--- config.mk ---
export PLATFORM = sky130hd
export DESIGN_NAME = ram_fifo_ctrl
export DESIGN_NICKNAME = d
export VERILOG_FILES = /design/src/rtl/ram_fifo_ctrl_pkg.sv /design/src/rtl/ram_fifo_ctrl_fifo_ptr.sv /design/src/rtl/ram_fifo_ctrl.sv
export SDC_FILE = /design/constraint.sdc
export NUM_CORES = 1
export LEC_CHECK = 0
export ABC_AREA = 0
export CAP_MARGIN = 20
export CORE_MARGIN = 1.5
export CORE_UTILIZATION = 46
export CTS_CLUSTER_DIAMETER = 60
export DETAILED_ROUTE_END_ITERATION = 8
export PLACE_DENSITY_LB_ADDON = 0.3
export SYNTH_ARGS = -nofsm -noshare
export SYNTH_HDL_FRONTEND = slang
export SYNTH_SLANG_ARGS = --single-unit
--- constraint.sdc ---
create_clock -name clk -period 7.01 [get_ports clk]
set_input_delay 0.701 -clock clk [delete_from_list [all_inputs] [get_ports clk]]
set_output_delay 0.701 -clock clk [all_outputs]
set_load 0.02 [all_outputs]
--- src/rtl/ram_fifo_ctrl_pkg.sv ---
// ram_fifo_ctrl_pkg: FSM state encoding and RAM control triplets {cs, we, oe}
package ram_fifo_ctrl_pkg;
  typedef enum logic [1:0] {IDLE, WR, RD, RD_CAP} state_t;
  localparam logic [2:0] IDLE_CTRL = 3'b000;
  localparam logic [2:0] WR_CTRL = 3'b110;
  localparam logic [2:0] RD_CTRL = 3'b101;
endpackage

--- src/rtl/ram_fifo_ctrl_fifo_ptr.sv ---
// fifo_ptr: wrapping address counter with synchronous reset and increment enable
module fifo_ptr #(
  parameter int ADDR_WIDTH = 8
) (
  input  logic                  clk,
  input  logic                  rst,
  input  logic                  inc,
  output logic [ADDR_WIDTH-1:0] ptr
);
  always_ff @(posedge clk)
    if (rst) ptr <= '0;
    else if (inc) ptr <= ptr + ADDR_WIDTH'(1);
endmodule

--- src/rtl/ram_fifo_ctrl.sv ---
// ram_fifo_ctrl: FIFO built on a single-port synchronous RAM, one RAM operation in flight
module ram_fifo_ctrl
  import ram_fifo_ctrl_pkg::*;
#(
  parameter int DATA_WIDTH = 8,
  parameter int ADDR_WIDTH = 8
) (
  input  logic                  clk,
  input  logic                  rst,
  input  logic                  push,
  input  logic [DATA_WIDTH-1:0] push_data,
  output logic                  push_ready,
  input  logic                  pop,
  output logic                  pop_ready,
  output logic [DATA_WIDTH-1:0] pop_data,
  output logic                  pop_valid,
  output logic                  empty,
  output logic                  full,
  output logic [ADDR_WIDTH:0]   count,
  output logic                  err_overflow,
  output logic                  err_underflow,
  output logic [ADDR_WIDTH-1:0] ram_address,
  output logic [DATA_WIDTH-1:0] ram_data_in,
  output logic                  ram_cs,
  output logic                  ram_we,
  output logic                  ram_oe,
  input  logic [DATA_WIDTH-1:0] ram_data_out
);
  state_t state, state_nx;
  logic [ADDR_WIDTH-1:0] wr_ptr, rd_ptr;
  logic [DATA_WIDTH-1:0] wdata;
  logic [2:0] ctrl;
  logic idle, pop_acc, push_acc, wr_commit, rd_commit;
  assign idle = state == IDLE;
  assign empty = count == '0;
  // count never exceeds DEPTH, so its MSB alone marks full
  assign full = count[ADDR_WIDTH];
  assign pop_ready = idle && !empty;
  assign push_ready = idle && !full && !(pop && !empty);
  assign pop_acc = pop && pop_ready;
  assign push_acc = push && push_ready;
  assign wr_commit = state == WR;
  assign rd_commit = state == RD_CAP;
  assign {ram_cs, ram_we, ram_oe} = ctrl;
  assign ram_address = wr_commit ? wr_ptr : rd_ptr;
  assign ram_data_in = wdata;
  always_comb begin
    state_nx = idle ? (pop_acc ? RD : push_acc ? WR : IDLE) : state == RD ? RD_CAP : IDLE;
    ctrl = wr_commit ? WR_CTRL : (state == RD || rd_commit) ? RD_CTRL : IDLE_CTRL;
  end
  always_ff @(posedge clk)
    if (rst) begin
      state <= IDLE;
      count <= '0;
      wdata <= '0;
      pop_data <= '0;
      pop_valid <= 1'b0;
      err_overflow <= 1'b0;
      err_underflow <= 1'b0;
    end else begin
      state <= state_nx;
      pop_valid <= rd_commit;
      err_overflow <= idle && push && full;
      err_underflow <= idle && pop && empty;
      if (push_acc) wdata <= push_data;
      if (rd_commit) pop_data <= ram_data_out;
      if (wr_commit) count <= count + (ADDR_WIDTH+1)'(1);
      else if (rd_commit) count <= count - (ADDR_WIDTH+1)'(1);
    end
  fifo_ptr #(.ADDR_WIDTH(ADDR_WIDTH)) u_wr_ptr (.clk(clk), .rst(rst), .inc(wr_commit), .ptr(wr_ptr));
  fifo_ptr #(.ADDR_WIDTH(ADDR_WIDTH)) u_rd_ptr (.clk(clk), .rst(rst), .inc(rd_commit), .ptr(rd_ptr));
endmodule

==> results of run 1 <==
cell usage after synthesis, types with 2 or more instances:
| cell | number |
|---|---|
| dfxtp_1 | 46 |
| nor2_1 | 34 |
| nand2_1 | 28 |
| a21oi_1 | 19 |
| mux2i_1 | 13 |
| ha_1 | 9 |
| o21ai_0 | 9 |
| clkbuf_1 | 8 |
| mux2_2 | 8 |
| xor2_1 | 8 |
| nand4_1 | 7 |
| a211oi_1 | 5 |
| inv_1 | 5 |
| and3_1 | 4 |
| buf_2 | 4 |
| or3_1 | 4 |
| xnor2_1 | 4 |
| nand2b_1 | 3 |
| nand3_1 | 3 |
| o21a_1 | 3 |
| a22o_1 | 2 |
| and2_1 | 2 |
| nor2b_1 | 2 |
| nor3b_1 | 2 |
| or3b_2 | 2 |
layout make-up:
class	count	area [um2]
Fill cell	413	1730
Multi-Input combinational cell	188	1240
Sequential cell	46	921
Timing Repair Buffer	64	636
Tap cell	67	83.8
Clock buffer	6	72.6
Inverter	5	18.8
Clock inverter	2	13.8
stage by stage:
| stage | hold slack [ns] | area [um2] | setup slack [ns] | power [mW] | util [%] |
|---|---|---|---|---|---|
| 2_1_floorplan | 0.455 | 2260 | 4.63 | 0.815 | - |
| 3_3_place_gp | 0.442 | 2900 | 4.23 | 1.01 | 61.5 |
| 3_5_place_dp | 0.447 | 2900 | 4.18 | 1.02 | 61.5 |
| 4_1_cts | 0.460 | 2990 | 3.87 | 1.18 | 63.3 |
| 5_1_grt | 0.483 | 2990 | 3.77 | 1.26 | 63.3 |
| 6_report | 0.458 | 2990 | 3.88 | 1.18 | 63.3 |
path summary, 6_finish.rpt:
| check | end | cells past startpoint | start | slack (ns) |
|---|---|---|---|---|
| setup reg to reg | count[5]$_SDFFE_PP0P_ | 9 | state[0]$_SDFF_PP0_ | 4.14 |
| hold reg to reg | pop_data[3]$_SDFFE_PP0P_ | 2 | pop_data[3]$_SDFFE_PP0P_ | 0.46 |
| hold / removal | pop_data[3]$_SDFFE_PP0P_ | 2 | pop_data[3]$_SDFFE_PP0P_ | 0.46 |
| setup / recovery | ram_address[4] | 4 | state[0]$_SDFF_PP0_ | 3.88 |
registers in the layout (all words and copies together), names as in the netlist:
| register | count |
|---|---|
| count | 9 |
| err_underflow | 1 |
| u_rd_ptr.ptr | 8 |
| ram_data_in | 8 |
| pop_data | 8 |
| pop_valid | 1 |
| err_overflow | 1 |
| u_wr_ptr.ptr | 8 |
| state | 2 |
routing by layer:
layer | vias up | track usage, % | part of all wire [%]
li1 | 994 | - | -
met1 | 886 | 23.3 | 48
met2 | 52 | 30.0 | 45
met3 | 2 | 4.83 | 5.8
met4 | 0 | 6.29 | 0.86
met5 | - | 0 | 0
where the power goes:
part | internal [mW] | switching, mW | total (mW)
combinational | 0.315 | 0.335 | 0.650
clock | 0.0705 | 0.0888 | 0.159
sequential | 0.308 | 0.0623 | 0.371
critical path: cells and delay by family, from the launching register on:
kind	cells	cell delay, ns
multiplexers	1	0.36
buffers and inverters	2	0.78
AND/OR/NAND/NOR	1	0.22
flip-flops	1	0.78
cells by family after synthesis:
family | synth area share (%)
buffers and inverters | 4.05
XOR/XNOR | 4.66
adder cells (fa/ha/maj) | 5.88
AO/OA/AOI/OAI | 11.9
flip-flops | 40.8
multiplexers | 9.76
AND/OR/NAND/NOR | 22.9
==> run_results.csv, run 1 <==
group,metric,value,unit
synthesis,yosysTopAreaCellShare,40.8,%
clock_tree,insertion_delay,0.29,ns
detailed_routing,ant_nets,0,
sta,tightestPinTransition,0.748,ns
placement,io_buffer_count,62,
clock_tree,cts_resized,0,
clock_tree,hold_buffers,0,
finish,final_cells,378,
setup_path,path_class,"reg2out",
synthesis,synth_fp_nets,284,
synthesis,yosysTopAreaCell,"dfxtp_1",
sta,slew_violations,0,
setup_path,cp-end-kind,"output port",
setup_path,worstPathRequired,6.31,ns
detailed_routing,vias,1934,
finish,layout.cells.most_common,"clkdlybuf4s50_1",
floorplanning,die_y,73.1,um
synthesis,synth.area.top_cells,"dfxtp_1, mux2i_1, nor2_1",
setup_path,cpPeakStageDelay,0.78,ns
floorplanning,initial_core_util,47.8,%
placement,hpwl,3.39,mm
clock_tree,clkSinkCount,46,
synthesis,synthFlopType,"dfxtp_1",
hold_path,hp-class,"reg2reg",
floorplanning,fp.dieArea,5340,um2
global_route,grt_use_total,18.3,%
clock_tree,cts_setup_buffers,0,
finish,nets,340,
setup_path,cp_data_arrival_time,2.43,ns
finish,final_cell_mix,"clkdlybuf4s50_1, dfxtp_1, nor2_1",
synthesis,ys_seq_area_share,40.8,%
global_route,grt_pass1_wl,7.65,mm
synthesis,synth.avg_cell_area,8.89,um2
synthesis,synth_edf_count,0,
sta,rsz0062_at_grt,"no",
clock_tree,cts_htree_levels,2,
synthesis,synth_area,2260,um2
setup_path,crit_fanout,22,
floorplanning,core_area,4720,um2
sta,timing.slew.headroom,50.1,%
setup_path,slowest_stage,"dfxtp_1",
clock_tree,cts_buffer_depth,2,
power_and_ir_drop,power_density,394,nW/um2
setup_path,cp-start-kind,"register",
sta,clock_skew,0.00650,ns
clock_tree,cts_inserted_buffers,5,
placement,gp_routability_congestion,0.873,
synthesis,synthDistinctLibCells,45,
synthesis,synthCells,254,
detailed_routing,via_per_inst,5.12,
run_status,status,"complete, no violations",
sta,setup_violations,0,
global_route,grt_pass1_vias,1725,
clock_tree,clock-root-buffer,"clkbuf_8",
floorplanning,fp-row-count,25,
detailed_routing,finalWirelength,4.75,mm
clock_tree,cts_tree,"built",
sta,min_period_over_period,44.6,%
setup_path,critical_path.cell_chain,"nor2b_1 -> buf_4 -> mux2_2 -> clkdlybuf4s50_1",
finish,n_antenna_cell,0,
detailed_routing,drc_errors,0,
synthesis,async_reset_ff_share,0,%
clock_tree,clk_pin_slew,0.09,ns
global_route,grt_max_degree,53,
sta,clock.fmax,320,MHz
global_route,antenna_found_initial,0,
synthesis,yosysWarnings,0,
sta,fin_setup_tns,0,ns
detailed_routing,avgRoutedWirePerCell,12.6,um
job,cap_violations,0,
synthesis,ys_ff_latch,46,
floorplanning,die_w,73.1,um
sta,hold_viol,0,
detailed_routing,drt_first_iter_violations,106,
detailed_routing,firstDrtPassIters,4,
power_and_ir_drop,ir_worst_vdd,0.268,mV
placement,dp.cells,370,
global_route,grt_overflow_total,0,
power_and_ir_drop,p_leak,1.14,nW
sta,fin_crit,3.13,ns
floorplanning,ioPinCount,63,
finish,layout-drive-gt1-share,7.07,%
finish,synthToLayoutAreaGrowth,32.5,%
Note: power is estimated with default switching activity, not from simulation.
==> inputs of run 2 (changes only) <==
--- a/config.mk
+++ b/config.mk
@@ -8,7 +8,7 @@
 export ABC_AREA = 0
 export CAP_MARGIN = 20
 export CORE_MARGIN = 1.5
-export CORE_UTILIZATION = 46
+export CORE_UTILIZATION = 43
 export CTS_CLUSTER_DIAMETER = 60
 export DETAILED_ROUTE_END_ITERATION = 8
 export PLACE_DENSITY_LB_ADDON = 0.3
==> constraint.sdc (replaced) <==
create_clock -name clk -period 2.65 [get_ports clk]
set_input_delay 0.265 -clock clk [delete_from_list [all_inputs] [get_ports clk]]
set_output_delay 0.265 -clock clk [all_outputs]
set_load 0.02 [all_outputs]
==> run_results.csv, run 2 (synthesized netlist as in run 1, its figures left out) <==
group,metric,value,unit
run_status,status,"complete, no violations",
detailed_routing,ant_nets,0,
sta,fin_setup_tns,0,ns
sta,hold_viol,0,
clock_tree,cts_buffer_depth,2,
sta,tightestPinTransition,0.484,ns
setup_path,cp-start-kind,"register",
clock_tree,clk_pin_slew,0.09,ns
sta,slew_violations,0,
sta,setup_violations,0,
power_and_ir_drop,seqPwrFrac,28.5,%
clock_tree,insertion_delay,0.31,ns
global_route,grt_use_total,18.9,%
detailed_routing,finalWirelength,4.94,mm
finish,synthToLayoutAreaGrowth,35.4,%
setup_path,reg2reg_to,"count[5]$_SDFFE_PP0P_",
global_route,grt_overflow_total,0,
setup_path,crit_start,"count[0]$_SDFFE_PP0P_",
detailed_routing,avgRoutedWirePerCell,12.8,um
detailed_routing,vias,1987,
clock_tree,clkSinkCount,46,
finish,final_cell_mix,"clkdlybuf4s50_1, dfxtp_1, nor2_1",
floorplanning,ioPinCount,63,
placement,io_buffer_count,62,
setup_path,crit_fanout,5,
sta,timing.slew.headroom,67.6,%
detailed_routing,met2_length,2.19,mm
finish,n_antenna_cell,0,
power_and_ir_drop,p_leak,1.17,nW
floorplanning,fp-row-count,26,
power_and_ir_drop,p_switching,1.32,mW
clock_tree,cts_resized,0,
detailed_routing,route.met3.wl,335,um
finish,layout-drive-gt1-share,8.57,%
power_and_ir_drop,share_comb_of_total_power,54.6,%
placement,gp_routability_congestion,0.879,
clock_tree,hold_buffers,0,
finish,layout.cells.most_common,"clkdlybuf4s50_1",
setup_path,rr_startpoint,"state[0]$_SDFF_PP0_",
setup_path,cp-end-kind,"output port",
finish,finish.utilization,60.2,%
clock_tree,cts_setup_buffers,0,
setup_path,reg2reg_depth,8,
power_and_ir_drop,switching_share,40.4,%
floorplanning,core_area,5070,um2
sta,clock.fmax,430,MHz
floorplanning,fp.dieArea,5690,um2
clock_tree,cts_tree,"built",
floorplanning,initial_core_util,44.5,%
hold_path,hp-class,"reg2reg",
detailed_routing,firstDrtPassIters,4,
global_route,grt_pass1_wl,8.27,mm
clock_tree,cts_inserted_buffers,5,
sta,clock_skew,0.00789,ns
finish,fill_cells,494,
detailed_routing,top_layer,"met4",
finish,largest_reg_flops,9,
clock_tree,cts_htree_levels,2,
detailed_routing,m1WireLength,2.34,mm
power_and_ir_drop,ir_worst_vdd,0.635,mV
finish,largest-register,"count",
finish,nets,344,
clock_tree,clock-root-buffer,"clkbuf_8",
sta,rsz0062_at_grt,"no",
setup_path,reg2reg_slack,0.48,ns
floorplanning,die_w,75.5,um
placement,hpwl,3.55,mm
global_route,antenna_found_initial,0,
setup_path,crit_path_end,"push_ready",
sta,min_period_over_period,87.8,%
global_route,grt_pass1_vias,1815,
floorplanning,die_y,75.5,um
detailed_routing,drc_errors,0,
detailed_routing,drt_first_iter_violations,103,
sta,fin_crit,2.33,ns
setup_path,cp_data_arrival_time,2.06,ns
job,cap_violations,0,
detailed_routing,via_per_inst,5.16,
global_route,grt_max_degree,28,
power_and_ir_drop,power_density,1070,nW/um2
power_and_ir_drop,p_int,1.95,mW
power_and_ir_drop,p_clk_share,17.0,%
setup_path,worstPathRequired,2.38,ns
setup_path,path_class,"reg2out",
[run 2: metal layers]
layer | vias to the layer above | global-route usage (%)
met4 | 0 | 5.95
met5 | - | 0
met1 | 918 | 25.6
met2 | 53 | 28.9
met3 | 6 | 5.82
li1 | 1010 | -
[run 2: cell type report]
class,instances,area [um2],area share [%]
clock buffers,5,68.8,2.25
clock inverters,3,48.8,1.60
inverters,5,18.8,0.614
multi-input cells,188,1240,40.7
flip-flops and latches,46,921,30.1
well taps,70,87.6,2.87
repair buffers,68,666,21.8
[run 2: how the worst min path moves through the flow]
stage / start / endpoint / slack, ns / depth (start not counted)
floorplan: ram_data_out[0] / pop_data[0]$_SDFFE_PP0P_ / 0.40 / 2
global placement: pop_data[1]$_SDFFE_PP0P_ / pop_data[1]$_SDFFE_PP0P_ / 0.44 / 2
detailed placement: pop_data[3]$_SDFFE_PP0P_ / pop_data[3]$_SDFFE_PP0P_ / 0.45 / 2
CTS: pop_data[3]$_SDFFE_PP0P_ / pop_data[3]$_SDFFE_PP0P_ / 0.47 / 2
global route: pop_data[1]$_SDFFE_PP0P_ / pop_data[1]$_SDFFE_PP0P_ / 0.50 / 2
finish: pop_data[2]$_SDFFE_PP0P_ / pop_data[2]$_SDFFE_PP0P_ / 0.47 / 2
[run 2: stage by stage]
stage | cells | setup slack [ns] | total power [mW] | instance area [um2] | hold slack, ns
after floorplan | 254 | 0.268 | 2.16 | 2260 | 0.401
after global placement | 377 | 0.557 | 2.70 | 2940 | 0.441
after detailed placement | 377 | 0.504 | 2.73 | 2940 | 0.450
after CTS | 385 | 0.285 | 3.30 | 3060 | 0.467
after global routing | 385 | 0.213 | 3.50 | 3060 | 0.501
final | 385 | 0.324 | 3.28 | 3060 | 0.466
[run 2: worst max-delay path, cell delays in order (launching register included)]
cell             delay [ns]
dfxtp_1                0.37
nor4_2                 0.33
nand2_1                0.16
a211oi_1               0.26
clkdlybuf4s50_1        0.64
[run 2: power groups by stage]
| stage | clock, mW | combinational, mW | sequential (mW) |
|---|---|---|---|
| after floorplan | 0 | 1.11 | 1.05 |
| final | 0.556 | 1.79 | 0.933 |
| after CTS | 0.568 | 1.79 | 0.934 |
| after global routing | 0.591 | 1.96 | 0.955 |
| after global placement | 0 | 1.76 | 0.945 |
| after detailed placement | 0 | 1.78 | 0.946 |
